<file path="src/rtl/ifu_fetch.sv">
// Instruction fetch unit: owns the PC, fetches one word per instruction over a
// req/ready handshake and holds it for decode until the instruction completes.
module ifu_fetch #(
  parameter logic [31:0] RESET_PC = 32'h0000_3000
) (
  input  logic        clk,
  input  logic        reset,
  input  logic [1:0]  PcSrc,
  input  logic        zero,
  input  logic [31:0] rs_data,
  input  logic        instr_done,
  output logic        imem_req,
  output logic [31:0] imem_addr,
  input  logic [31:0] imem_rdata,
  input  logic        imem_ready,
  output logic [31:0] instr,
  output logic        instr_valid,
  output logic [31:0] pc,
  output logic [31:0] pc_plus8,
  output logic        misalign
);
  typedef enum logic {FETCH, ISSUE} state_t;
  state_t state;

  logic [31:0] pc4, brOff, nextPc;

  assign pc4       = pc + 32'd4;
  assign pc_plus8  = pc + 32'd8;
  assign imem_addr = pc;
  assign imem_req  = (state == FETCH) && !reset;
  assign brOff     = {{14{instr[15]}}, instr[15:0], 2'b00};

  always_comb begin
    nextPc = pc4;
    case (PcSrc)
      2'd1: nextPc = zero ? pc4 + brOff : pc4;
      2'd2: nextPc = {pc4[31:28], instr[25:0], 2'b00};
      2'd3: nextPc = {rs_data[31:2], 2'b00};
      default: nextPc = pc4;
    endcase
  end

  always_ff @(posedge clk) begin
    if (reset) begin
      state       <= FETCH;
      pc          <= RESET_PC;
      instr       <= '0;
      instr_valid <= 1'b0;
      misalign    <= 1'b0;
    end else begin
      case (state)
        FETCH: if (imem_ready) begin
          instr       <= imem_rdata;
          instr_valid <= 1'b1;
          state       <= ISSUE;
        end
        ISSUE: if (instr_done) begin
          pc          <= nextPc;
          instr_valid <= 1'b0;
          state       <= FETCH;
          // sticky: a misaligned jr target is reported until the next reset
          if (PcSrc == 2'd3 && rs_data[1:0] != 2'b00) misalign <= 1'b1;
        end
        default: state <= FETCH;
      endcase
    end
  end
endmodule

</file>
<file path="config.mk">
export PLATFORM = sky130hd
export DESIGN_NAME = ifu_fetch
export DESIGN_NICKNAME = d
export VERILOG_FILES = /design/src/rtl/ifu_fetch.sv
export SDC_FILE = /design/constraint.sdc
export NUM_CORES = 1
export LEC_CHECK = 0
export CAP_MARGIN = 20
export CORE_MARGIN = 2
export CORE_UTILIZATION = 47
export CTS_CLUSTER_DIAMETER = 200
export DETAILED_ROUTE_END_ITERATION = 10
export PLACE_DENSITY = 0.81
export SETUP_SLACK_MARGIN = 0.02
export SLEW_MARGIN = 15
export SYNTH_ARGS = -nofsm -noshare
export SYNTH_HDL_FRONTEND = slang
export SYNTH_SLANG_ARGS = --single-unit
</file>
<file path="constraint.sdc">
create_clock -name clk -period 4.15 [get_ports clk]
set_input_delay 0.83 -clock clk [delete_from_list [all_inputs] [get_ports clk]]
set_output_delay 0.83 -clock clk [all_outputs]
set_load 0.05 [all_outputs]
</file>
==> run summary, run 1 <==
Synth cell types: 67
run status: finished, final reports clean
Tcrit/Tclk final: 0.944
synthesized area per cell: 7.23 µm²
cts bufs inserted: 9
FF-to-FF Start: imem_addr[4]$_SDFFE_PP0P_
DR pass1 iterations: 6
initial drt markers: 698
Max IR drop VDD: 374 µV
Post-synth EDFFs: 0
Worst R2R Path Depth: 17
Post-Synthesis Cells: 828
Chip Width: 117 µm
critical setup path kind: flop to output pin
largest net degree at the start of global routing: 62
CTS sink count: 65
Seq/Total Area, Yosys: 0.217
Routed Wire Length: 21500 µm
Async SR Flop Fraction: 0
via/cell ratio: 5.73
ys flop type: dfxtp_1
Yosys reg bits: 65
routed len/inst: 18.4 µm
global route total overflow: 0
Global Route Usage Sum: 0.316
relative slew slack: 0.478
Netlist Area Pre-Place: 0.00598 mm²
hold wc startpoint: instr[28]$_SDFFE_PP0P_
Core Area: 0.0125 mm²
CP peak stage delay: 820 ps
detailed placement HPWL: 16300 µm
Hold Crit Class: flop to flop
worst skew pair latency: 350 ps
Crit path max-delay family: simple AND/OR/NAND/NOR gates
I/O Buffers: 195
Initial Util: 0.478
power density cells: 282 mW/mm²
hold endpoint: instr[28]$_SDFFE_PP0P_
maxcap violations: 0
Longest Clk Path Bufs: 2
Post-route DRC: 0
H-Tree Depth: 3
share of cells above drive strength 1: 0.0894
IO Count: 202
Clock Pin Slew Worst Setup and Hold Paths: 60 ps
num rows: 41
Max FO, Critical Path: 7
Placer Congestion: 1.01
DIE HEIGHT: 117 µm
Fin Clk Skew: 9.39 ps
full die area: 0.0136 mm²
Layout Area Growth over Synthesis: 39.0%
fin nets: 1096
antenna violations before repair: 1
Pwr Total: 2.35 mW
crit path cell chain: buf_4, nand3_1, or2_2, nor3_1, nand4_1, xnor2_1, clkdlybuf4s50_1
Max stage delay cell, worst path: clkdlybuf4s50_1
Final Max Slew Viols: 0
WP data required: 3320 ps
Vias: 6696
dpl ws: 204 ps
first-pass GRT wire length: 33000 µm
Critical path buffers and inverters: 2
vias in the first global route: 6250
startpoint types: flop
CTS Root Buffer Type: clkbuf_16
minimum clock period: 3920 ps
hold path depth: 2
Synth area leaders: dfxtp_1 (22%), nand2_1 (8.2%), ha_1 (6.9%)
Lkg Pwr: 3.37 nW
crit path capture type: output pin
WP data arrival: 3090 ps
Setup Viol. Count Final: 0
RR Endpoint: imem_addr[31]$_SDFFE_PP0P_
yosys warns: 0
top cell type's share of synthesized area: 0.217
Max Clock Freq: 255 MHz
Yosys top cell by area: dfxtp_1
CTS tree: done
Final WS setup: 232 ps
FF-to-FF setup slack: 300 ps
dominant cell by count in the synthesized netlist: nand2_1
Slew @ Worst Pin: 783 ps
synth cell count leaders: nand2_1 (130), a21oi_1 (78), nor2_1 (70)
Post-CTS Hold Buffers: 0
final hold vios: 0
setup tns final: 0 ps
Routed Antenna Nets: 0
## routing by layer
metal,share of wire,track usage,vias to the layer above,routed length [µm]
met4,0.031,0.136,0,678
met3,0.10,0.0896,60,2150
met1,0.42,0.417,3081,9070
met2,0.45,0.482,362,9640
met5,0,0,-,0
li1,-,-,3193,-
## report_power, final
part | switching [mW] | leakage (nW) | internal, mW
sequential | 0.0550 | 0.533 | 0.660
clock | 0.304 | 0.157 | 0.529
combinational | 0.497 | 2.68 | 0.302
total | 0.856 | 3.37 | 1.49
## layout make-up
class | instances | area, µm²
antenna | 1 | 2.50
clock buffer | 10 | 229
clock inverter | 6 | 91.3
fill | 1146 | 4200
inverter | 21 | 78.8
multi-input combinational | 656 | 4120
sequential | 65 | 1300
tap | 172 | 215
timing repair buffer | 238 | 2270
## state kept, by name, summed over array words and instances (netlist names)
signal,cells
imem_addr,30
instr,32
instr_valid,1
misalign,1
state,1
## tightest hold or removal path: stages (launching register included)
cell and delay (ps):
dfxtp_1 300, nand2_1 50, a21oi_1 50
## worst max path at each step
stage	startpoint	endpoint	slack, ps	depth (start not counted)
floorplan	imem_addr[3]$_SDFFE_PP0P_	imem_addr[31]$_SDFFE_PP0P_	30	18
global placement	imem_addr[3]$_SDFFE_PP0P_	imem_addr[31]$_SDFFE_PP0P_	330	17
detailed placement	imem_addr[3]$_SDFFE_PP0P_	imem_addr[31]$_SDFFE_PP0P_	200	16
CTS	imem_addr[3]$_SDFFE_PP0P_	imem_addr[31]$_SDFFE_PP0P_	190	16
global route	imem_addr[4]$_SDFFE_PP0P_	imem_addr[31]$_SDFFE_PP0P_	-9	17
finish	imem_addr[5]$_SDFFE_PP0P_	pc_plus8[26]	230	7
## cells in the final DEF (no fill, tap or decap), types with 5 or more instances in the layout
master,n
a211oi_1,15
a21o_1,16
a21oi_1,78
a31oi_1,6
buf_4,45
clkbuf_16,9
clkdlybuf4s50_1,190
conb_1,6
dfxtp_1,63
ha_1,32
inv_1,20
mux2i_1,22
nand2_1,130
nand3_1,23
nand4_1,19
nor2_1,69
nor2b_1,6
nor3_1,21
o211ai_1,6
o21a_1,7
o21ai_0,36
o21bai_1,6
or3_1,5
xnor2_1,46
xor2_1,28
## timing repair
item,in CTS,in global routing
resized for setup,0,5
setup endpoints to repair,0,5
setup buffers,0,2
## logic make-up (layout without fill, tap and decap cells)
kind of cell | Yosys count | count (layout) | synth area share
flip-flops | 65 | 65 | 0.217
AND/OR/NAND/NOR | 308 | 308 | 0.239
XOR/XNOR | 74 | 74 | 0.108
adder cells (fa/ha/maj) | 34 | 34 | 0.0724
other | 1 | 7 | 0.000627
multiplexers | 26 | 26 | 0.0443
buffers and inverters | 112 | 275 | 0.0983
AO/OA/AOI/OAI | 208 | 208 | 0.220
## per-stage QoR
stage | area [µm²] | util | cells | hold WS, ps
2_1_floorplan | 6000 | - | 833 | 512
3_3_place_gp | 7970 | 0.636 | 1150 | 441
3_5_place_dp | 7970 | 0.636 | 1150 | 449
4_1_cts | 8290 | 0.662 | 1166 | 455
5_1_grt | 8310 | 0.664 | 1168 | 480
6_report | 8310 | 0.664 | 1169 | 452
No activity file was read; power rests on OpenSTA's default activity.
==> inputs of run 2 (changes only) <==
--- a/config.mk
+++ b/config.mk
@@ -6,11 +6,13 @@
 export NUM_CORES = 1
 export LEC_CHECK = 0
 export CAP_MARGIN = 20
+export CELL_PAD_IN_SITES_DETAIL_PLACEMENT = 2
+export CELL_PAD_IN_SITES_GLOBAL_PLACEMENT = 2
 export CORE_MARGIN = 2
-export CORE_UTILIZATION = 47
+export CORE_UTILIZATION = 25
 export CTS_CLUSTER_DIAMETER = 200
 export DETAILED_ROUTE_END_ITERATION = 10
-export PLACE_DENSITY = 0.81
+export PLACE_DENSITY = 0.8
 export SETUP_SLACK_MARGIN = 0.02
 export SLEW_MARGIN = 15
 export SYNTH_ARGS = -nofsm -noshare
==> run summary, run 2 (same netlist as run 1, synthesis figures left out) <==
Hold Crit Class: flop to flop
Routed Antenna Nets: 0 (unchanged)
hold endpoint: instr[27]$_SDFFE_PP0P_
run status: finished, final reports clean
number of flip-flops in the largest register: 32 (unchanged)
WHS: 460 ps (+7.72 ps)
dpl cells: 1304 (+13%)
maxcap violations: 0 (unchanged)
RSZ-0062 raised after global routing: false
share of cells above drive strength 1: 0.0998 (+0.0104)
Layout Area Growth over Synthesis: 42.8%
detailed placement HPWL: 21800 µm (+34%)
RR Endpoint: imem_addr[31]$_SDFFE_PP0P_
most frequent cells in the layout: clkdlybuf4s50_1 (186), nand2_1 (130), a21oi_1 (78)
full die area: 0.0252 mm² (+85%)
Core Area: 0.0235 mm² (+88%)
WP data arrival: 3040 ps (-50 ps)
hold path depth: 2 (unchanged)
num rows: 56 (+37%)
antenna violations before repair: 0 (-1)
Final Max Slew Viols: 0 (unchanged)
initial drt markers: 298 (-57%)
startpoint types: flop
DR pass1 iterations: 4 (-2)
CTS tree: done
Chip Width: 159 µm (+36%)
Max Clock Freq: 258 MHz (+1.3%)
relative slew slack: 0.413 (-0.0650)
power density cells: 274 mW/mm² (-2.8%)
CTS sink count: 65 (unchanged)
Tcrit/Tclk final: 0.932 (-0.0119)
hold wc startpoint: instr[27]$_SDFFE_PP0P_
CTS Root Buffer Type: clkbuf_16
Placer Congestion: 0.907 (-11%)
WP data required: 3320 ps (about the same)
cts bufs inserted: 9 (unchanged)
largest net degree at the start of global routing: 51 (-18%)
Fin Clk Skew: 9.05 ps (-0.339 ps)
DIE HEIGHT: 159 µm (+36%)
fin area: 0.00854 mm² (+2.8%)
Max IR drop VDD: 199 µV (-47%)
H-Tree Depth: 3 (unchanged)
Post-route DRC: 0 (unchanged)
vias in the first global route: 7345 (+18%)
Worst R2R Path Depth: 16 (-1)
critical setup path kind: flop to output pin
Initial Util: 0.255 (-0.223)
FF-to-FF setup slack: 300 ps (about the same)
Slew @ Worst Pin: 879 ps (+96.4 ps)
Longest Clk Path Bufs: 2 (unchanged)
I/O Buffers: 195 (unchanged)
Area after DPL: 0.00821 mm² (+3.1%)
Vias: 6792 (+1.4%)
crit path capture type: output pin
IO Count: 202 (unchanged)
Routed Wire Length: 28000 µm (+30%)
post-route insts no fill: 1321 (+13%)
largest register by flop count: instr
fin nets: 1102 (+0.55%)
fillers: 2722 (+140%)
commonest non-fill, non-tap cell in the layout: clkdlybuf4s50_1
worst skew pair latency: 350 ps (about the same)
fin util: 0.364 (-0.300)
via/cell ratio: 5.14 (-10%)
Max FO, Critical Path: 6 (-1)
Lkg Pwr: 3.43 nW (+1.6%)
FF-to-FF Start: imem_addr[3]$_SDFFE_PP0P_
global route total overflow: 0 (unchanged)
final hold vios: 0 (unchanged)
routed len/inst: 21.2 µm (+15%)
minimum clock period: 3870 ps (-49.2 ps)
Global Route Usage Sum: 0.217 (-0.0983)
Setup Viol. Count Final: 0 (unchanged)
Pwr Total: 2.34 mW (-0.14%)
first-pass GRT wire length: 42900 µm (+30%)
Clock Pin Slew Worst Setup and Hold Paths: 70 ps (about the same)
ant diodes: 0 (-1)
==> run 2: metrics by stage <==
| step | TNS [ps] | worst slack [ps] |
|---|---|---|
| after CTS | 0 | 110 |
| after global placement | 0 | 33.7 |
| after floorplan | 0 | 31.2 |
| after detailed placement | -169 | -150 |
| final | 0 | 281 |
| after global routing | 0 | 37.5 |
==> run 2: how the worst max path moves through the flow <==
| stage | start | end | slack [ps] | cells after the start |
|---|---|---|---|---|
| 4_1_cts | imem_addr[3]$_SDFFE_PP0P_ | imem_addr[31]$_SDFFE_PP0P_ | 110 | 17 |
| 3_3_place_gp | imem_addr[3]$_SDFFE_PP0P_ | imem_addr[31]$_SDFFE_PP0P_ | 30 | 16 |
| 5_1_grt | imem_addr[3]$_SDFFE_PP0P_ | imem_addr[31]$_SDFFE_PP0P_ | 40 | 16 |
| 3_5_place_dp | imem_addr[3]$_SDFFE_PP0P_ | imem_addr[31]$_SDFFE_PP0P_ | -150 | 16 |
| 6_report | imem_addr[5]$_SDFFE_PP0P_ | pc_plus8[30] | 280 | 7 |
| 2_1_floorplan | imem_addr[3]$_SDFFE_PP0P_ | imem_addr[31]$_SDFFE_PP0P_ | 30 | 18 |
==> run 2: power breakdown <==
part / internal [mW] / switching [mW] / total [mW]
Sequential: 0.659 / 0.0542 / 0.713
Combinational: 0.307 / 0.524 / 0.831
Clock: 0.466 / 0.334 / 0.799
Total: 1.43 / 0.912 / 2.34
==> run 2: what timing repair did <==
item	4_1_cts	5_1_grt
buffers inserted	1	0
hold buffers	0	0
resized for setup	1	8
endpoints found under the setup margin	4	11
pin swaps	1	0
==> run 2: final cells by class <==
type	instances	area (µm²)	area share
inverter	21	78.8	0.00923
sequential	65	1300	0.153
timing repair buffer	244	2330	0.272
clock buffer	9	225	0.0264
clock inverter	7	70.1	0.00820
tap	319	399	0.0467
multi-input combinational	656	4140	0.485
==> run 2: routing by layer <==
layer / GRT usage / routed length, µm
met4: 0.0575 / 427
met2: 0.368 / 13200
met3: 0.0434 / 1570
met5: 0 / 0
met1: 0.280 / 12700
==> run 2: worst max-delay path: stages, from the launching register on <==
cell	delay, ps
dfxtp_1	420
buf_4	190
nand3_1	150
or2_2	430
nor3_1	390
nand2_1	120
xnor2_1	160
clkdlybuf4s50_1	820
